`src/rtl/apb_tach_monitor.sv`:
```
// Multi-channel fan tachometer with per-channel stall thresholds, sticky alarms and a masked IRQ,
// exposed as 16-bit registers on a zero-wait-state APB completer port.
module apb_tach_monitor #(
    parameter int NUM_CHANNELS = 4,
    parameter int GATE_CYCLES  = 250000000,
    parameter int RPM_SCALE    = 30,
    parameter int SYNC_STAGES  = 3,
    parameter int ADDR_WIDTH   = 11
) (
    input  logic                    clk,
    input  logic                    rst,
    input  logic                    psel,
    input  logic                    penable,
    input  logic                    pwrite,
    input  logic [ADDR_WIDTH-1:0]   paddr,
    input  logic [15:0]             pwdata,
    output logic                    pready,
    output logic [15:0]             prdata,
    output logic                    pslverr,
    input  logic [NUM_CHANNELS-1:0] tach,
    output logic                    irq
);

    localparam int CW = $clog2(GATE_CYCLES);
    localparam int HW = ADDR_WIDTH - 1;

    generate
        if (NUM_CHANNELS < 1 || NUM_CHANNELS > 8) begin : g_bad_channels
            $error("apb_tach_monitor: NUM_CHANNELS must be in 1..8");
        end
        if (GATE_CYCLES < 16) begin : g_bad_gate
            $error("apb_tach_monitor: GATE_CYCLES must be >= 16");
        end
        if (SYNC_STAGES < 2 || SYNC_STAGES > 4) begin : g_bad_sync
            $error("apb_tach_monitor: SYNC_STAGES must be in 2..4");
        end
    endgenerate

    // Product is formed at 64 bits so a saturated 32-bit edge count cannot wrap before the clamp.
    function automatic logic [15:0] sat_rpm(input logic [31:0] count);
        logic [63:0] prod;
        prod = 64'(count) * 64'(RPM_SCALE);
        return (prod > 64'h0000_0000_0000_ffff) ? 16'hffff : prod[15:0];
    endfunction

    logic [NUM_CHANNELS-1:0] sync_p [SYNC_STAGES];
    logic [NUM_CHANNELS-1:0] tach_d;
    logic [NUM_CHANNELS-1:0] edge_det;

    logic [CW-1:0]           win_cnt;
    logic                    win_end;
    logic [31:0]             edges   [NUM_CHANNELS];
    logic [15:0]             rpm     [NUM_CHANNELS];
    logic [15:0]             min_rpm [NUM_CHANNELS];
    logic [15:0]             rpm_new [NUM_CHANNELS];
    logic [NUM_CHANNELS-1:0] valid;
    logic [NUM_CHANNELS-1:0] alarm;
    logic [NUM_CHANNELS-1:0] alarm_set;
    logic [NUM_CHANNELS-1:0] irq_en;
    logic [NUM_CHANNELS-1:0] min_wr;
    logic [NUM_CHANNELS-1:0] w1c;

    logic [HW-1:0]           hw_addr;
    logic                    apb_acc;
    logic                    apb_wr;
    logic                    acc_err;
    logic                    sts_wr;
    logic                    ien_wr;
    logic [15:0]             rd_data;
    logic [7:0]              alarm_x;
    logic [7:0]              valid_x;
    logic [7:0]              ien_x;
    logic                    unused_addr_lsb;

    // Input synchroniser chain followed by the rising-edge detect flop
    always_ff @(posedge clk or posedge rst) begin
        if (rst) begin
            for (int i = 0; i < SYNC_STAGES; i++) sync_p[i] <= '0;
            tach_d <= '0;
        end else begin
            sync_p[0] <= tach;
            for (int i = 1; i < SYNC_STAGES; i++) sync_p[i] <= sync_p[i-1];
            tach_d <= sync_p[SYNC_STAGES-1];
        end
    end

    assign edge_det = sync_p[SYNC_STAGES-1] & ~tach_d;
    assign win_end  = (win_cnt == CW'(GATE_CYCLES - 1));

    always_comb begin
        alarm_set = '0;
        for (int ch = 0; ch < NUM_CHANNELS; ch++) begin
            rpm_new[ch]   = sat_rpm(edges[ch]);
            alarm_set[ch] = win_end && (min_rpm[ch] != 16'd0) && (rpm_new[ch] < min_rpm[ch]);
        end
    end

    assign hw_addr         = paddr[ADDR_WIDTH-1:1];
    assign unused_addr_lsb = paddr[0];
    assign apb_acc         = psel & penable;
    assign apb_wr          = apb_acc & pwrite;

    // Halfword map: 0 STATUS, 1 IRQ_EN, 8+2*ch RPM, 9+2*ch MIN_RPM; everything else errors
    always_comb begin
        alarm_x = '0;
        valid_x = '0;
        ien_x   = '0;
        alarm_x[NUM_CHANNELS-1:0] = alarm;
        valid_x[NUM_CHANNELS-1:0] = valid;
        ien_x[NUM_CHANNELS-1:0]   = irq_en;
        rd_data = '0;
        acc_err = 1'b1;
        sts_wr  = 1'b0;
        ien_wr  = 1'b0;
        min_wr  = '0;
        if (hw_addr == HW'(0)) begin
            rd_data = {valid_x, alarm_x};
            acc_err = 1'b0;
            sts_wr  = apb_wr;
        end else if (hw_addr == HW'(1)) begin
            rd_data = {8'h00, ien_x};
            acc_err = 1'b0;
            ien_wr  = apb_wr;
        end
        for (int ch = 0; ch < NUM_CHANNELS; ch++) begin
            if (hw_addr == HW'(8 + 2 * ch)) begin
                rd_data = rpm[ch];
                acc_err = pwrite;
            end else if (hw_addr == HW'(9 + 2 * ch)) begin
                rd_data    = min_rpm[ch];
                acc_err    = 1'b0;
                min_wr[ch] = apb_wr;
            end
        end
    end

    assign w1c     = sts_wr ? pwdata[NUM_CHANNELS-1:0] : '0;
    assign pready  = apb_acc;
    assign prdata  = apb_acc ? rd_data : 16'h0000;
    assign pslverr = apb_acc & acc_err;

    // Window, measurement and register state; alarm set takes priority over a same-edge W1C
    always_ff @(posedge clk or posedge rst) begin
        if (rst) begin
            win_cnt <= '0;
            valid   <= '0;
            alarm   <= '0;
            irq_en  <= '0;
            irq     <= 1'b0;
            for (int ch = 0; ch < NUM_CHANNELS; ch++) begin
                edges[ch]   <= '0;
                rpm[ch]     <= '0;
                min_rpm[ch] <= '0;
            end
        end else begin
            win_cnt <= win_end ? '0 : win_cnt + CW'(1);
            for (int ch = 0; ch < NUM_CHANNELS; ch++) begin
                if (win_end) begin
                    rpm[ch]   <= rpm_new[ch];
                    edges[ch] <= {31'd0, edge_det[ch]};
                end else if (edge_det[ch] && (edges[ch] != 32'hffff_ffff)) begin
                    edges[ch] <= edges[ch] + 32'd1;
                end
                if (min_wr[ch]) min_rpm[ch] <= pwdata;
            end
            if (win_end) valid <= '1;
            alarm <= (alarm & ~w1c) | alarm_set;
            if (ien_wr) irq_en <= pwdata[NUM_CHANNELS-1:0];
            irq <= |(alarm & irq_en);
        end
    end

endmodule

```
`config.mk`:
```
export PLATFORM = sky130hd
export DESIGN_NAME = apb_tach_monitor
export DESIGN_NICKNAME = d
export VERILOG_FILES = /design/src/rtl/apb_tach_monitor.sv
export SDC_FILE = /design/constraint.sdc
export NUM_CORES = 2
export LEC_CHECK = 0
export CORE_AREA = 2 2 207 362
export CTS_BUF_LIST = sky130_fd_sc_hd__clkbuf_8
export CTS_CLUSTER_DIAMETER = 30
export DETAILED_ROUTE_END_ITERATION = 8
export DIE_AREA = 0 0 209 364
export PLACE_DENSITY = 0.63
export SLEW_MARGIN = 0
export SYNTH_ARGS = -nofsm -noshare
export SYNTH_HDL_FRONTEND = slang
export SYNTH_SLANG_ARGS = --single-unit
export TNS_END_PERCENT = 30
```
`constraint.sdc`:
```
create_clock -name clk -period 21.5 [get_ports clk]
set_clock_uncertainty 0.05 [all_clocks]
set_input_delay 4.3 -clock clk [delete_from_list [all_inputs] [get_ports clk]]
set_output_delay 4.3 -clock clk [all_outputs]
set_load 0.1 [all_outputs]
```
== Word-level counts from Yosys, hierarchy flattened ==
Index checks and enable logic that the tools add are counted.

* Add/sub/neg operators: 5
* Multiply operators: 4
* Divide/modulo/power cells: 0
* Order comparisons: 8
* Equality and inequality tests: 14
* Shift-type cells: 0
* Muxes and demuxes: 46
* Bitwise gates (word level): 9
* Reductions and logical operators: 22

{| class="wikitable"
|+ Operators with widths
! kind !! count
|-
| 32-bit 2-to-1 mux || 8
|-
| 16-bit 2-to-1 mux || 13
|-
| 37-bit by 16-bit greater-than comparator with 1-bit output, second input constant || 4
|-
| 32-bit by 4-bit multiplier with 36-bit output, second input constant || 4
|-
| 32-bit by 1-bit adder with 32-bit output, second input constant || 4
|-
| 32-bit != test, second input constant || 4
|-
| 10-bit by 4-bit equality test with 1-bit output, second input constant || 8
|-
| 16-bit < comparator || 4
|-
| 16-bit nonzero test || 4
|-
| 28-bit by 1-bit adder with 28-bit output, second input constant || 1
|-
| 28-bit equality test, second input constant || 1
|-
| 28-bit 2-to-1 mux || 1
|-
| 1-bit 2-to-1 mux || 21
|-
| 4-bit AND || 3
|-
| 1-bit logical AND || 12
|-
| 12-bit 2-to-1 mux || 1
|-
| 10-bit by 1-bit equality test with 1-bit output, second input constant || 1
|-
| 10-bit zero test || 1
|-
| 4-bit 2-to-1 mux || 2
|-
| 4-bit NOT || 2
|-
| 2-bit nonzero test || 4
|-
| 4-bit OR || 1
|-
| 4-bit OR reduction || 1
|-
| 1-bit AND || 3
|}

* Register bits after elaboration: 310
* Bits in latches: 0
* RAM bits: 0
* Memory bits (read-only): 0
* Input port bits: 36
* Output and inout port bits: 19
* Logic and storage cells: 129
* Memories: 0

== Logic depth before layout (Yosys ltp) ==
* Depth after elaboration: 12
* Mapped depth: 29
* Depth with buffers taken out: 27

== Least setup slack after synthesis ==
No wires, ideal clock.

* Path type: input to output
* Start point: input paddr[8]
* End point: output prdata[1]
* Arrival: 8066 ps
* Data required time: 17150 ps
* Setup slack: 9084 ps
* Stages: 9
* Path buffers: 1
* Cell sequence: or4_1 > nor3_1 > or3b_2 > nor2_1 > clkbuf_1 > a22oi_1 > nand4_1 > o21ai_0 > a21oi_1

* Longest elaborated chain between the ends: 12
* Elaborated cells between the ends (all ways): 21
* Those cells by class: eq/ne: 9; mux: 11; reduce/logical: 1

{| class="wikitable"
|+ RTL lines
! element !! RTL line !! source
|-
| start, declared || 15 || <nowiki>input logic [ADDR_WIDTH-1:0] paddr,</nowiki>
|-
| 10-bit by 1-bit equality test with 1-bit output || 120 || <nowiki>end else if (hw_addr == HW'(1)) begin</nowiki>
|-
| 4-bit 2-to-1 mux || 120 ||
|-
| 12-bit 2-to-1 mux || 116 || <nowiki>if (hw_addr == HW'(0)) begin</nowiki>
|-
| 16-bit 2-to-1 mux || 129 || <nowiki>end else if (hw_addr == HW'(9 + 2 * ch)) begin</nowiki>
|-
| 16-bit 2-to-1 mux || 126 || <nowiki>if (hw_addr == HW'(8 + 2 * ch)) begin</nowiki>
|-
| 16-bit 2-to-1 mux || 129 ||
|-
| 16-bit 2-to-1 mux || 126 ||
|-
| 16-bit 2-to-1 mux || 129 ||
|-
| 16-bit 2-to-1 mux || 126 ||
|-
| 16-bit 2-to-1 mux || 129 ||
|-
| 16-bit 2-to-1 mux (*) || 126 ||
|-
| 16-bit 2-to-1 mux (*) || 139 || <nowiki>assign prdata = apb_acc ? rd_data : 16'h0000;</nowiki>
|-
| end, declared || 18 || <nowiki>output logic [15:0] prdata,</nowiki>
|}

Every way passes the cells marked *; elsewhere a longest branch is shown, timed or not.

== Worst setup path after layout ==
* Start point: input paddr[8]
* End point: output prdata[10]

* Longest elaborated chain between the ends: 11
* Elaborated cells between the ends (all ways): 19
* Those cells by class: eq/ne: 8; mux: 10; reduce/logical: 1

{| class="wikitable"
|+ RTL lines
! element !! RTL line
|-
| 10-bit zero test || 116
|-
| 12-bit 2-to-1 mux || 116
|-
| 16-bit 2-to-1 mux || 129
|-
| 16-bit 2-to-1 mux || 126
|-
| 16-bit 2-to-1 mux || 129
|-
| 16-bit 2-to-1 mux || 126
|-
| 16-bit 2-to-1 mux || 129
|-
| 16-bit 2-to-1 mux || 126
|-
| 16-bit 2-to-1 mux || 129
|-
| 16-bit 2-to-1 mux (*) || 126
|-
| 16-bit 2-to-1 mux (*) || 139
|}

Marked as above.

==> metrics.md <==
| Metric | Value |
|---|---|
| Detailed Place HPWL | `70500 um` |
| Fin Setup TNS | `0 ps` |
| # port buffers | `53` |
| Core area | `73500 um^2` |
| Most used DFF post-synth | `dfrtp_1` |
| Peak supply drop | `0.0783 mV` |
| DRT Pass-1 Iters | `7` |
| Wirelength per Cell | `19.4 um` |
| Initial antenna violation count | `11` |
| First-pass GRT wire length | `143000 um` |
| Post-Route WL | `88300 um` |
| Setup violations, final | `0` |
| Antenna Nets Post-Route | `0` |
| Area of the multi-input gates | `21200 um^2` |
| Setup WS post-layout | `8180 ps` |
| DR DRC count | `0` |
| Synth top area cells | `dfrtp_1, fa_1, ha_1` |
| Vias | `25100` |
| Setup Fix Bufs, Post-CTS | `0` |
| Final Max Slew Viols | `0` |
| Worst Path Required | `17150 ps` |
| Status | `finished clean` |
| Final Instance Area | `34300 um^2` |
| Syn nets | `4138` |
| Element type at the critical path start | `primary input` |
| Vias in the first global route | `26700` |
| Layout area overhead | `9.81%` |
| Commonest non-fill, non-tap cells in the layout | `inv_1, ha_1, nor2_1, dfrtp_1, nand2_1` |
| Ports | `55` |
| Die height | `364 um` |
| Pin slew with the least headroom to its limit | `1220 ps` |
| # fillers | `7140` |
| CP Max Fanout | `6` |
| Final Hold Fails | `0` |
| EDFF count, synth | `0` |
| Reg clk slew, reported paths | `60 ps` |
| CTS sink count | `310` |
| MaxCap Viol Count | `0` |
| Min Tclk post-route | `13320 ps` |
| Routability Congestion | `0.974` |
| P_leak | `16.9 nW` |
| Share of cells above drive strength 1 | `5.83%` |
| Worst slew margin | `18.4%` |
| Die area | `76100 um^2` |
| Asr flop ratio synth | `100%` |
| CTS resizes | `0` |
| Drt via density | `5.53` |
| Sequential area share after synthesis | `24.8%` |
| Reg area | `7760 um^2` |
| Die W | `209 um` |
| Yosys cell types | `76` |
| Synthesized flop and latch total | `310` |
| DP Worst Slack | `8120 ps` |
| Unrepaired setup endpoints after global routing | `no` |
| Peak Freq | `75.1 MHz` |
| Arr. time, crit path | `8970 ps` |
| Mapped cell area | `31200 um^2` |
| Starting Density | `42.5%` |
| Worst hold slack | `293 ps` |
| Period utilization | `61.9%` |
| Gr ovfl total | `0` |
| Post-CTS Hold Fix Bufs | `0` |
| H-tree Lvls | `3` |
| Setup Crit Path Kind | `primary input to output pin` |
| Ys Warns | `0` |
| Insertion delay to the later sink of the worst-skew pair | `720 ps` |
| Total track usage | `23.9%` |
| Area share of the largest cell type after synthesis | `24.8%` |
| CTS buffer count | `72` |
| Root buffer cell | `clkbuf_8` |
| Cell count after synthesis | `3525` |
| Nets | `4161` |
| Initial DRC count | `1270` |
| Hold Path Class | `flop to flop` |
| Power per Cell Area | `76.3 nW/um^2` |
| Syn Area/Cell | `8.86 um^2` |
| Max clock buf depth | `3` |
| DP Area | `32600 um^2` |
| Commonest non-fill, non-tap cell in the layout | `inv_1` |
| Synth area leader | `dfrtp_1` |
| Row cnt | `132` |
| Largest net degree at the start of global routing | `137` |
| Crit end category | `output pin` |
| CTS tree | `done` |
## cell families after synthesis
| logic type | count (synthesis) | synth area share, % |
|---|---|---|
| AO/OA/AOI/OAI | 705 | 14.7 |
| XOR/XNOR | 221 | 6.20 |
| adder cells (fa/ha/maj) | 577 | 29.0 |
| buffers and inverters | 610 | 7.42 |
| flip-flops | 310 | 24.8 |
| multiplexers | 58 | 2.02 |
| AND/OR/NAND/NOR | 1044 | 15.8 |
## stage by stage
step	utilization (%)	cells	power [mW]
final	46.7	4546	2.62
after global routing	46.7	4544	2.86
after CTS	46.6	4543	2.65
after detailed placement	44.4	4412	1.85
after global placement	44.4	4412	1.82
after floorplan	-	3525	1.58
## where the power goes
part | internal [mW] | total (mW) | switching [mW] | leakage (nW)
Clock | 0.467 | 0.782 | 0.315 | 0.880
Combinational | 0.509 | 1.21 | 0.696 | 12.0
Sequential | 0.603 | 0.631 | 0.0283 | 4.08
Total | 1.58 | 2.62 | 1.04 | 16.9
## path summary, 6_finish.rpt
kind                            from          to  slack [ps]  cells past startpoint
setup / recovery            paddr[8]  prdata[10]        8180                     13
hold / removal             sync_p[7]   sync_p[3]         290                      0
setup reg to reg           edges[68]    alarm[1]       14110                     24
hold reg to reg            sync_p[7]   sync_p[3]         290                      0
max in group asynchronous        rst   edges[63]       15890                      3
min in group asynchronous        rst   edges[22]        4090                      2
## final cells by class
| type | count | share of cell area [%] |
|---|---|---|
| antenna | 3 | 0.0219 |
| sequential | 310 | 22.6 |
| multi-input combinational | 2605 | 61.8 |
| inverter | 489 | 5.37 |
| clock buffer | 86 | 3.45 |
| clock inverter | 45 | 1.35 |
| timing repair buffer | 70 | 1.96 |
| tap | 938 | 3.42 |
## layer usage
metal,up-vias,share of wire [%],GRT usage (%)
met5,-,0.12,0
met4,16,7.9,16.7
met3,270,4.0,4.30
met2,517,53,44.9
met1,12300,35,23.6
li1,12000,-,-
## synth_stat cells (all sizes together) (20+ instances only)
cell type	number
nor2	311
fa	244
xnor2	173
inv	489
nand3	104
xor2	48
o21ai	141
a22oi	25
a221oi	24
a31oi	71
ha	333
and3	36
a21oi	187
nand4	71
clkbuf	115
nor4	36
a21o	66
mux2	41
nand2	293
nor3	40
and4	20
dfrtp	310
nand2b	21
or3	31
nor2b	33
## sequential cells by signal (all words and copies together) (netlist names)
signal and cells:
irq 1, min_rpm 64, alarm 4, valid 1, win_cnt 28, irq_en 4, rpm 64, edges 128
tach_d 4, sync_p 12
## critical path, cell delays in order
cell	delay (ps)
clkdlybuf4s50_1	390
or4_1	500
nor3_1	250
buf_4	240
or3b_2	520
nor3_1	560
nand2_1	250
nand3_1	140
a221oi_1	60
a21oi_1	280
a221oi_1	130
nor2_1	170
clkdlybuf4s50_1	1160
(Power assumes the default switching activity.)
